## src/rtl/mem_fill_responder_if.sv

```systemverilog
// Fill-protocol bundle between the cache controller (master) and the memory responder (slave).
// MEM_PARITY_EN adds a registered even-parity bit alongside data.
interface mem_fill_responder_if #(
  parameter int ADDR_W = 8,
  parameter int DATA_W = 8,
  parameter int IDX_W  = 2
);
  logic              miss;
  logic [ADDR_W-1:0] addr;
  logic              we;
  logic [DATA_W-1:0] data;
  logic [IDX_W-1:0]  word_idx;
  logic              done;
  logic              busy;
  logic [3:0]        state;
`ifdef MEM_PARITY_EN
  logic              parity;
`endif

  modport master (
    output miss, addr,
    input  we, data, word_idx, done, busy, state
`ifdef MEM_PARITY_EN
    , input parity
`endif
  );

  modport slave (
    input  miss, addr,
    output we, data, word_idx, done, busy, state
`ifdef MEM_PARITY_EN
    , output parity
`endif
  );
endinterface

```

## src/rtl/mem_fill_responder.sv

```systemverilog
// Memory side of the cache-miss line fill: LATENCY wait cycles, BURST_LEN words, then a done pulse.
// No backpressure; miss is ignored while busy except in DONE. MEM_PARITY_EN adds the parity output.
module mem_fill_responder #(
  parameter int          ADDR_W    = 8,
  parameter int          DATA_W    = 8,
  parameter int          LATENCY   = 4,
  parameter int          BURST_LEN = 4,
  parameter int unsigned SEED      = 32'hA5
) (
  input logic                 clk,
  input logic                 rst,
  mem_fill_responder_if.slave bus
);

  localparam int IDX_W = $clog2(BURST_LEN);
  localparam int CNT_W = (LATENCY > 1) ? $clog2(LATENCY) : 1;
  localparam logic [IDX_W-1:0]  LAST_IDX  = IDX_W'(BURST_LEN - 1);
  localparam logic [ADDR_W-1:0] LINE_MASK = ADDR_W'(BURST_LEN - 1);
  localparam logic [DATA_W-1:0] SEED_D    = DATA_W'(SEED);
  localparam logic [CNT_W-1:0]  CNT_LOAD  = CNT_W'(LATENCY - 1);

  typedef enum logic [3:0] {
    S_IDLE  = 4'b0001,
    S_WAIT  = 4'b0010,
    S_BURST = 4'b0100,
    S_DONE  = 4'b1000
  } state_e;

  state_e            state_q, state_d;
  logic [CNT_W-1:0]  cnt_q, cnt_d;
  logic [ADDR_W-1:0] base_q, base_d;
  logic              we_q, we_d;
  logic              done_q, done_d;
  logic              busy_q, busy_d;
  logic [DATA_W-1:0] data_q, data_d;
  logic [IDX_W-1:0]  idx_q, idx_d;

  // Low bits of base are clear, so base+i stays inside the line.
  function automatic logic [DATA_W-1:0] pattern(input logic [ADDR_W-1:0] b,
                                                input logic [IDX_W-1:0]  i);
    logic [ADDR_W-1:0] a;
    a = b + ADDR_W'(i);
    return DATA_W'(a) ^ SEED_D;
  endfunction

  always_comb begin
    state_d = state_q;
    cnt_d   = cnt_q;
    base_d  = base_q;
    we_d    = 1'b0;
    done_d  = 1'b0;
    data_d  = data_q;
    idx_d   = idx_q;
    unique case (state_q)
      S_IDLE: begin
        if (bus.miss) begin
          base_d  = bus.addr & ~LINE_MASK;
          cnt_d   = CNT_LOAD;
          state_d = S_WAIT;
        end
      end
      S_WAIT: begin
        if (cnt_q == '0) begin
          state_d = S_BURST;
          idx_d   = '0;
          data_d  = pattern(base_q, '0);
          we_d    = 1'b1;
        end else begin
          cnt_d = cnt_q - CNT_W'(1);
        end
      end
      S_BURST: begin
        if (idx_q == LAST_IDX) begin
          state_d = S_DONE;
          done_d  = 1'b1;
        end else begin
          idx_d  = idx_q + IDX_W'(1);
          data_d = pattern(base_q, idx_q + IDX_W'(1));
          we_d   = 1'b1;
        end
      end
      S_DONE: begin
        if (bus.miss) begin
          base_d  = bus.addr & ~LINE_MASK;
          cnt_d   = CNT_LOAD;
          state_d = S_WAIT;
        end else begin
          state_d = S_IDLE;
        end
      end
      default: state_d = S_IDLE;
    endcase
    busy_d = (state_d != S_IDLE);
  end

  always_ff @(posedge clk) begin
    if (rst) begin
      state_q <= S_IDLE;
      cnt_q   <= '0;
      base_q  <= '0;
      we_q    <= 1'b0;
      done_q  <= 1'b0;
      busy_q  <= 1'b0;
      data_q  <= '0;
      idx_q   <= '0;
    end else begin
      state_q <= state_d;
      cnt_q   <= cnt_d;
      base_q  <= base_d;
      we_q    <= we_d;
      done_q  <= done_d;
      busy_q  <= busy_d;
      data_q  <= data_d;
      idx_q   <= idx_d;
    end
  end

  assign bus.we       = we_q;
  assign bus.data     = data_q;
  assign bus.word_idx = idx_q;
  assign bus.done     = done_q;
  assign bus.busy     = busy_q;
  assign bus.state    = state_q;

`ifdef MEM_PARITY_EN
  logic parity_q;

  always_ff @(posedge clk) begin
    if (rst) parity_q <= 1'b0;
    else     parity_q <= ^data_d;
  end

  assign bus.parity = parity_q;
`endif

endmodule

```

## src/flat_wrapper.sv

```systemverilog
// flat-port wrapper written by rule: the top's interface ports become plain ports
module mem_fill_responder_flat 
#(
  parameter int          ADDR_W    = 8,
  parameter int          DATA_W    = 8,
  parameter int          LATENCY   = 4,
  parameter int          BURST_LEN = 4,
  parameter int unsigned SEED      = 32'hA5
)
  (clk, rst, bus_miss, bus_addr, bus_we, bus_data, bus_word_idx, bus_done, bus_busy, bus_state);
  mem_fill_responder_if #(.ADDR_W(ADDR_W), .DATA_W(DATA_W), .IDX_W(2)) bus_i ();
  input logic clk;
  input logic rst;
  input wire logic [$bits(bus_i.miss)-1:0] bus_miss;
  input wire logic [$bits(bus_i.addr)-1:0] bus_addr;
  output wire logic [$bits(bus_i.we)-1:0] bus_we;
  output wire logic [$bits(bus_i.data)-1:0] bus_data;
  output wire logic [$bits(bus_i.word_idx)-1:0] bus_word_idx;
  output wire logic [$bits(bus_i.done)-1:0] bus_done;
  output wire logic [$bits(bus_i.busy)-1:0] bus_busy;
  output wire logic [$bits(bus_i.state)-1:0] bus_state;
  assign bus_i.miss = bus_miss;
  assign bus_i.addr = bus_addr;
  assign bus_we = bus_i.we;
  assign bus_data = bus_i.data;
  assign bus_word_idx = bus_i.word_idx;
  assign bus_done = bus_i.done;
  assign bus_busy = bus_i.busy;
  assign bus_state = bus_i.state;
  mem_fill_responder #(.ADDR_W(ADDR_W), .DATA_W(DATA_W), .LATENCY(LATENCY), .BURST_LEN(BURST_LEN), .SEED(SEED)) u_core (.clk(clk), .rst(rst), .bus(bus_i));
endmodule
```

## config.mk

```make
export PLATFORM = sky130hd
export DESIGN_NAME = mem_fill_responder_flat
export DESIGN_NICKNAME = d
export VERILOG_FILES = /design/src/rtl/mem_fill_responder_if.sv /design/src/rtl/mem_fill_responder.sv /design/src/flat_wrapper.sv
export SDC_FILE = /design/constraint.sdc
export NUM_CORES = 1
export LEC_CHECK = 0
export BUFFER_PORTS_ARGS = -buffer_cell sky130_fd_sc_hd__buf_2
export CAP_MARGIN = 15
export CORE_MARGIN = 2
export CORE_UTILIZATION = 35
export DETAILED_ROUTE_END_ITERATION = 10
export PLACE_DENSITY = 0.64
export SLEW_MARGIN = 5
export SYNTH_ARGS = -nofsm -noshare
export SYNTH_HDL_FRONTEND = slang
export SYNTH_SLANG_ARGS = --single-unit
```

## constraint.sdc

```tcl
create_clock -name clk -period 1.7 [get_ports clk]
set_clock_uncertainty 0.1 [all_clocks]
set_input_delay 0.17 -clock clk [delete_from_list [all_inputs] [get_ports clk]]
set_output_delay 0.17 -clock clk [all_outputs]
set_load 0.01 [all_outputs]
```

# Yosys cells after proc, flatten, opt, wreduce, memory -nomap -nowiden
# Index checks and enable logic that the tools add are counted.
# word_totals
regBits,25
ram_bits,0
in_bits,11
romBits,0
out_inout_bits,17
elab_cells,50
latch_bits,0
memories,0
# op_classes
n_mul,0
shift,0
div,0
eq_ne,10
bitwise_logic,3
n_reduce_logical,8
magnitude_cmp,0
n_addsub,3
mux,18
# ops
cell,n
2-to-1 mux 8 bit,2
case mux 4 bit (4 select lines),1
case mux 8 bit (2 select lines),1
2-to-1 mux 4 bit,3
2-to-1 mux 2 bit,5
adder 8 x 2 -> 8 bit,1
NOT 4 bit,2
case mux 2 bit (2 select lines),2
AND reduction 3 bit,2
"equality test 4 x 1 -> 1 bit, second input constant",1
"equality test 4 x 2 -> 1 bit, second input constant",1
"equality test 4 x 3 -> 1 bit, second input constant",1
"equality test 4 bit, second input constant",1
"inequality test 2 x 1 -> 1 bit, second input constant",2
"inequality test 2 bit, second input constant",2
"inequality test 4 x 1 -> 1 bit, second input constant",1
nonzero test 2 bit,2
OR reduction 2 bit,2
2-to-1 mux 1 bit,3
"adder 2 x 1 -> 2 bit, second input constant",1
"equality test 2 bit, second input constant",1
zero test 2 bit,1
case mux 1 bit (2 select lines),1
AND reduction 2 bit,1
2 further kinds,2

# Longest topological paths before layout
# logic_depth
ltp_word,5
depth_mapped,6
ltp_nobuf,5

# Worst setup path before layout
# OpenSTA, ideal clock, no wires.
# synth_timing
path_kind,register to register
from,register u_core.idx_q[0] (netlist: u_core.bus.word_idx[0])
to,register u_core.data_q[3] (netlist: u_core.bus.data[3])
n_path_buf,1
setup_time_ns,0.072
synth_period_minus_slack_ns,1.643
path_slack_ns,0.057
t_required_ns,1.528
stages_incl_launch_ff,6
t_arrival_ns,1.471
cell_sequence,dfxtp_1 -> ha_1 -> nor3b_1 -> o21a_1 -> buf_2 -> mux2i_1
# synth_between
elab_chain_cells,4
word_cells_on_any_way,7
classes_between,add/sub (2); eq/ne (2); mux (2); reduce/logical (1)
# synth_lines
item,line_no,text
"start, declared",mem_fill_responder.sv:36,"logic [IDX_W-1:0] idx_q, idx_d;"
"start signal, assigned",mem_fill_responder.sv:114,idx_q <= idx_d;
adder 2 x 1 -> 2 bit,mem_fill_responder.sv:78,"data_d = pattern(base_q, idx_q + IDX_W'(1));"
adder 8 x 2 -> 8 bit,mem_fill_responder.sv:42,a = b + ADDR_W'(i);
2-to-1 mux 8 bit,mem_fill_responder.sv:73,if (idx_q == LAST_IDX) begin
case mux 8 bit (2 select lines),mem_fill_responder.sv:54,unique case (state_q)
"end signal, assigned",mem_fill_responder.sv:113,data_q <= data_d;
"end, declared",mem_fill_responder.sv:35,"logic [DATA_W-1:0] data_q, data_d;"
# Several ways; a longest one is shown, not always the timed one. The select of a mux whose other input is x is not followed.
# A chain may end at the register's enable or synchronous reset.

# Worst setup path in the final report
# layout_timing
from,register u_core.cnt_q[0]
to,register u_core.data_q[2] (netlist: u_core.bus.data[2])
# layout_between
elab_chain_cells,3
# layout_lines
item,line_no,text
"start, declared",mem_fill_responder.sv:30,"logic [CNT_W-1:0] cnt_q, cnt_d;"
"start signal, assigned",mem_fill_responder.sv:108,cnt_q <= cnt_d;
zero test 2 bit,mem_fill_responder.sv:63,if (cnt_q == '0) begin
inequality test 2 x 1 -> 1 bit (no line),-,
AND reduction 3 bit (no line),-,
# Every way passes these cells.

==> summary.txt <==
Run status
  – Status: completed

Floorplan
  – Core Region: 0.00271 mm2
  – Die Wd: 56.9 um
  – Die Area: roughly 0.0032 mm2
  – Die height: 56.9 um
  – Initial core utilization: roughly 36%
  – Io pins: 28
  – Site Rows: 19

Global route
  – Vias in the first global route: roughly 800
  – Largest net degree at the start of global routing: 18
  – GR Overflow Total: 0
  – GRT Resource Usage Total: 13.0%
  – First-pass GRT wire length: 3370 um
  – Initial antenna violation count: 0

Hold path
  – HP Class: input pin to flip-flop

STA
  – Final Max Slew Viols: 0
  – Slew headroom: 71.5%
  – Final setup margin: 0.123 ns
  – Setup repair after global routing missed its margin: false
  – Slew at the pin closest to its max-slew limit: 0.424 ns
  – Setup TNS: 0 ns
  – Min Tclk post-route: 1.58 ns
  – Final hold vios: 0
  – Max Fclk: 0.634 GHz
  – Final setup fails: 0
  – Final hold slack: 0.00886 ns
  – Final period util: 92.8%

Route
  – DRT Pass-1 Iters: 4
  – DR vias: 870
  – Vias/cell: 5.12
  – First DRT Iteration DRCs: 6
  – Overall routed net length: 2050 um
  – Post-route ant nets: 0
  – WL/cell: 12.1 um
  – DRC: 0

Power and ir drop
  – Total power: 1.02 mW
  – PwrDens: 805 mW/mm2
  – Max rail drop VDD: 598 uV
  – Leakage power: 0.600 nW

Finish
  – Fraction of layout cells with a size suffix above 1: 33.1%
  – # diodes: 0
  – Synthesis-to-finish area growth: 29.5%
  – Nets: 153

Worst setup path
  – CP peak stage delay: 0.35 ns
  – Max stage delay cell, worst path: dfxtp_1
  – Kind of end point of the critical path: flip-flop
  – CP Class: flip-flop to flip-flop
  – Crit-path cells: inv_1 -> ha_1 -> and3b_2 -> o21a_1 -> buf_4 -> o211a_1
  – Crit path max fanout: 7
  – Critical Path RT: 1.81 ns
  – Startpoint Class: flip-flop
  – Arrival @ worst endpoint: 1.69 ns

Logic synthesis
  – Synth Area per Inst: 9.60 um2
  – Syn Nets: 115
  – Ys Warns: 0
  – Flops & latches, synth: 24
  – Yosys top cell area share: 49.0%
  – Most common cell in the netlist: dfxtp_1
  – Number of synthesized flops with an enable pin: 0
  – Unique cell type count in the Yosys netlist: 33
  – Register area share after synthesis: 49.0%
  – Largest cells by area after synthesis: dfxtp_1 (49%), o211a_1 (4.1%), a21oi_1 (3.6%)
  – Most frequent cells after synthesis: dfxtp_1 (24), nand2_1 (9), a21oi_1 (7), o21ai_0 (7), nand3_1 (6)
  – Netlist Area Pre-Place: 980 um2
  – Post-synth top area cell: dfxtp_1
  – Synth Flop Type: dfxtp_1
  – Fraction of registers with async set/reset: 0%
  – Mapped Cells: 102

Clock tree
  – Root Buffer: clkbuf_4
  – Post-CTS setup buffers: 0
  – Clk_lat worst skew: 0.30 ns
  – CTS tree: done
  – Total CTS buffers: 3
  – Reg clk slew, reported paths: 0.13 ns
  – CTS sink count: 24
  – H-tree depth: 1
  – Maximum root-to-sink buffer count: 2

Flow run
  – Max-Cap Viols: 0

Place
  – HPWL Detailed: 1570 um
  – Port Buffers: 25
  – GPL Wtd Cong: around 0.75
  – Worst Setup Slack post-DPL: ~0.077 ns
logic make-up after synthesis:
| logic type | synth area share [%] |
|---|---|
| and+or+nand+nor | 18.4 |
| xor gates and xnor gates | 1.79 |
| adders and majority gates | 2.55 |
| muxes | 3.07 |
| buffers and inverters | 4.34 |
| DFF | 49.0 |
| AOI/OAI and AO/OA | 20.8 |
routing by layer:
metal	up-vias	routed length (um)	track usage (%)	share of wire [%]
met5	-	0	0	0
li1	442	-	-	-
met3	2	100	2.07	4.9
met2	18	1020	22.8	50
met1	408	926	15.8	45
met4	0	9	5.32	0.44
through the flow:
step                utilization [%]  area (um2)  cells
global placement               44.1        1190    163
global route                   46.8        1270    170
finish                         46.8        1270    170
detailed placement             44.1        1190    163
floorplan                         -         980    102
CTS                            46.5        1260    170
worst max-delay path: cells and delay by family, from the launching register on:
kind / cells / cell delay, ns
compound gates: 2 / 0.39
flops: 1 / 0.35
buf+inv: 2 / 0.22
simple gates: 1 / 0.22
fa+ha+maj: 1 / 0.21
area by class of cell:
cell class | instances | area (um2)
Tap cell | 31 | 38.8
Fill cell | 297 | 1440
Clock buffer | 4 | 36.3
Multi-Input combinational cell | 68 | 464
Inverter | 5 | 18.8
Timing Repair Buffer | 38 | 230
Sequential cell | 24 | 480
power by group:
group / internal [mW] / total [mW] / switching [mW]
clock: 0.131 / 0.293 / 0.162
combinational: 0.0600 / 0.133 / 0.0729
sequential: 0.586 / 0.596 / 0.0100
worst paths after layout:
kind                                                       from                         endpoint  slack (ns)  cells after the start
worst max-delay path               u_core.cnt_q[0]$_SDFFE_PP0P_  u_core.bus.data[2]$_SDFFE_PP0P_        0.12                      6
worst min-delay path                                bus_addr[2]    u_core.base_q[2]$_SDFFE_PP0P_       0.009                      3
worst max register to register     u_core.cnt_q[0]$_SDFFE_PP0P_  u_core.bus.data[2]$_SDFFE_PP0P_        0.12                      6
worst min register to register  u_core.bus.data[3]$_SDFFE_PP0P_  u_core.bus.data[3]$_SDFFE_PP0P_        0.37                      2
layout by cell type, fill, tap and decap left out, drive strengths merged, types with 2 or more instances in the layout:
cell type,synthesis,layout
o211ai,3,3
nand3,6,6
ha,2,2
o211a,4,4
nor3b,4,4
inv,5,5
nand2,9,9
clkbuf,3,4
mux2i,3,3
a21oi,7,7
buf,2,35
dfxtp,24,24
a22oi,2,2
nor2,3,3
o21ai,7,7
and2,2,2
dlygate4sd3,0,3
sequential cells by signal (all words and copies together), names as in the netlist:
name and flops:
u_core.bus.word_idx 1, u_core.bus.done 1, u_core.bus.data 8, u_core.bus.busy 1, u_core.base_q 6, u_core.bus.state 4, u_core.bus.we 1, u_core.cnt_q 2
what timing repair did:
item,CTS,global route
setup endpoints to repair,0,3
hold endpoints to repair,3,0
hold buffers,3,0
gates resized for setup,0,2
No activity file was read; power rests on OpenSTA's default activity.
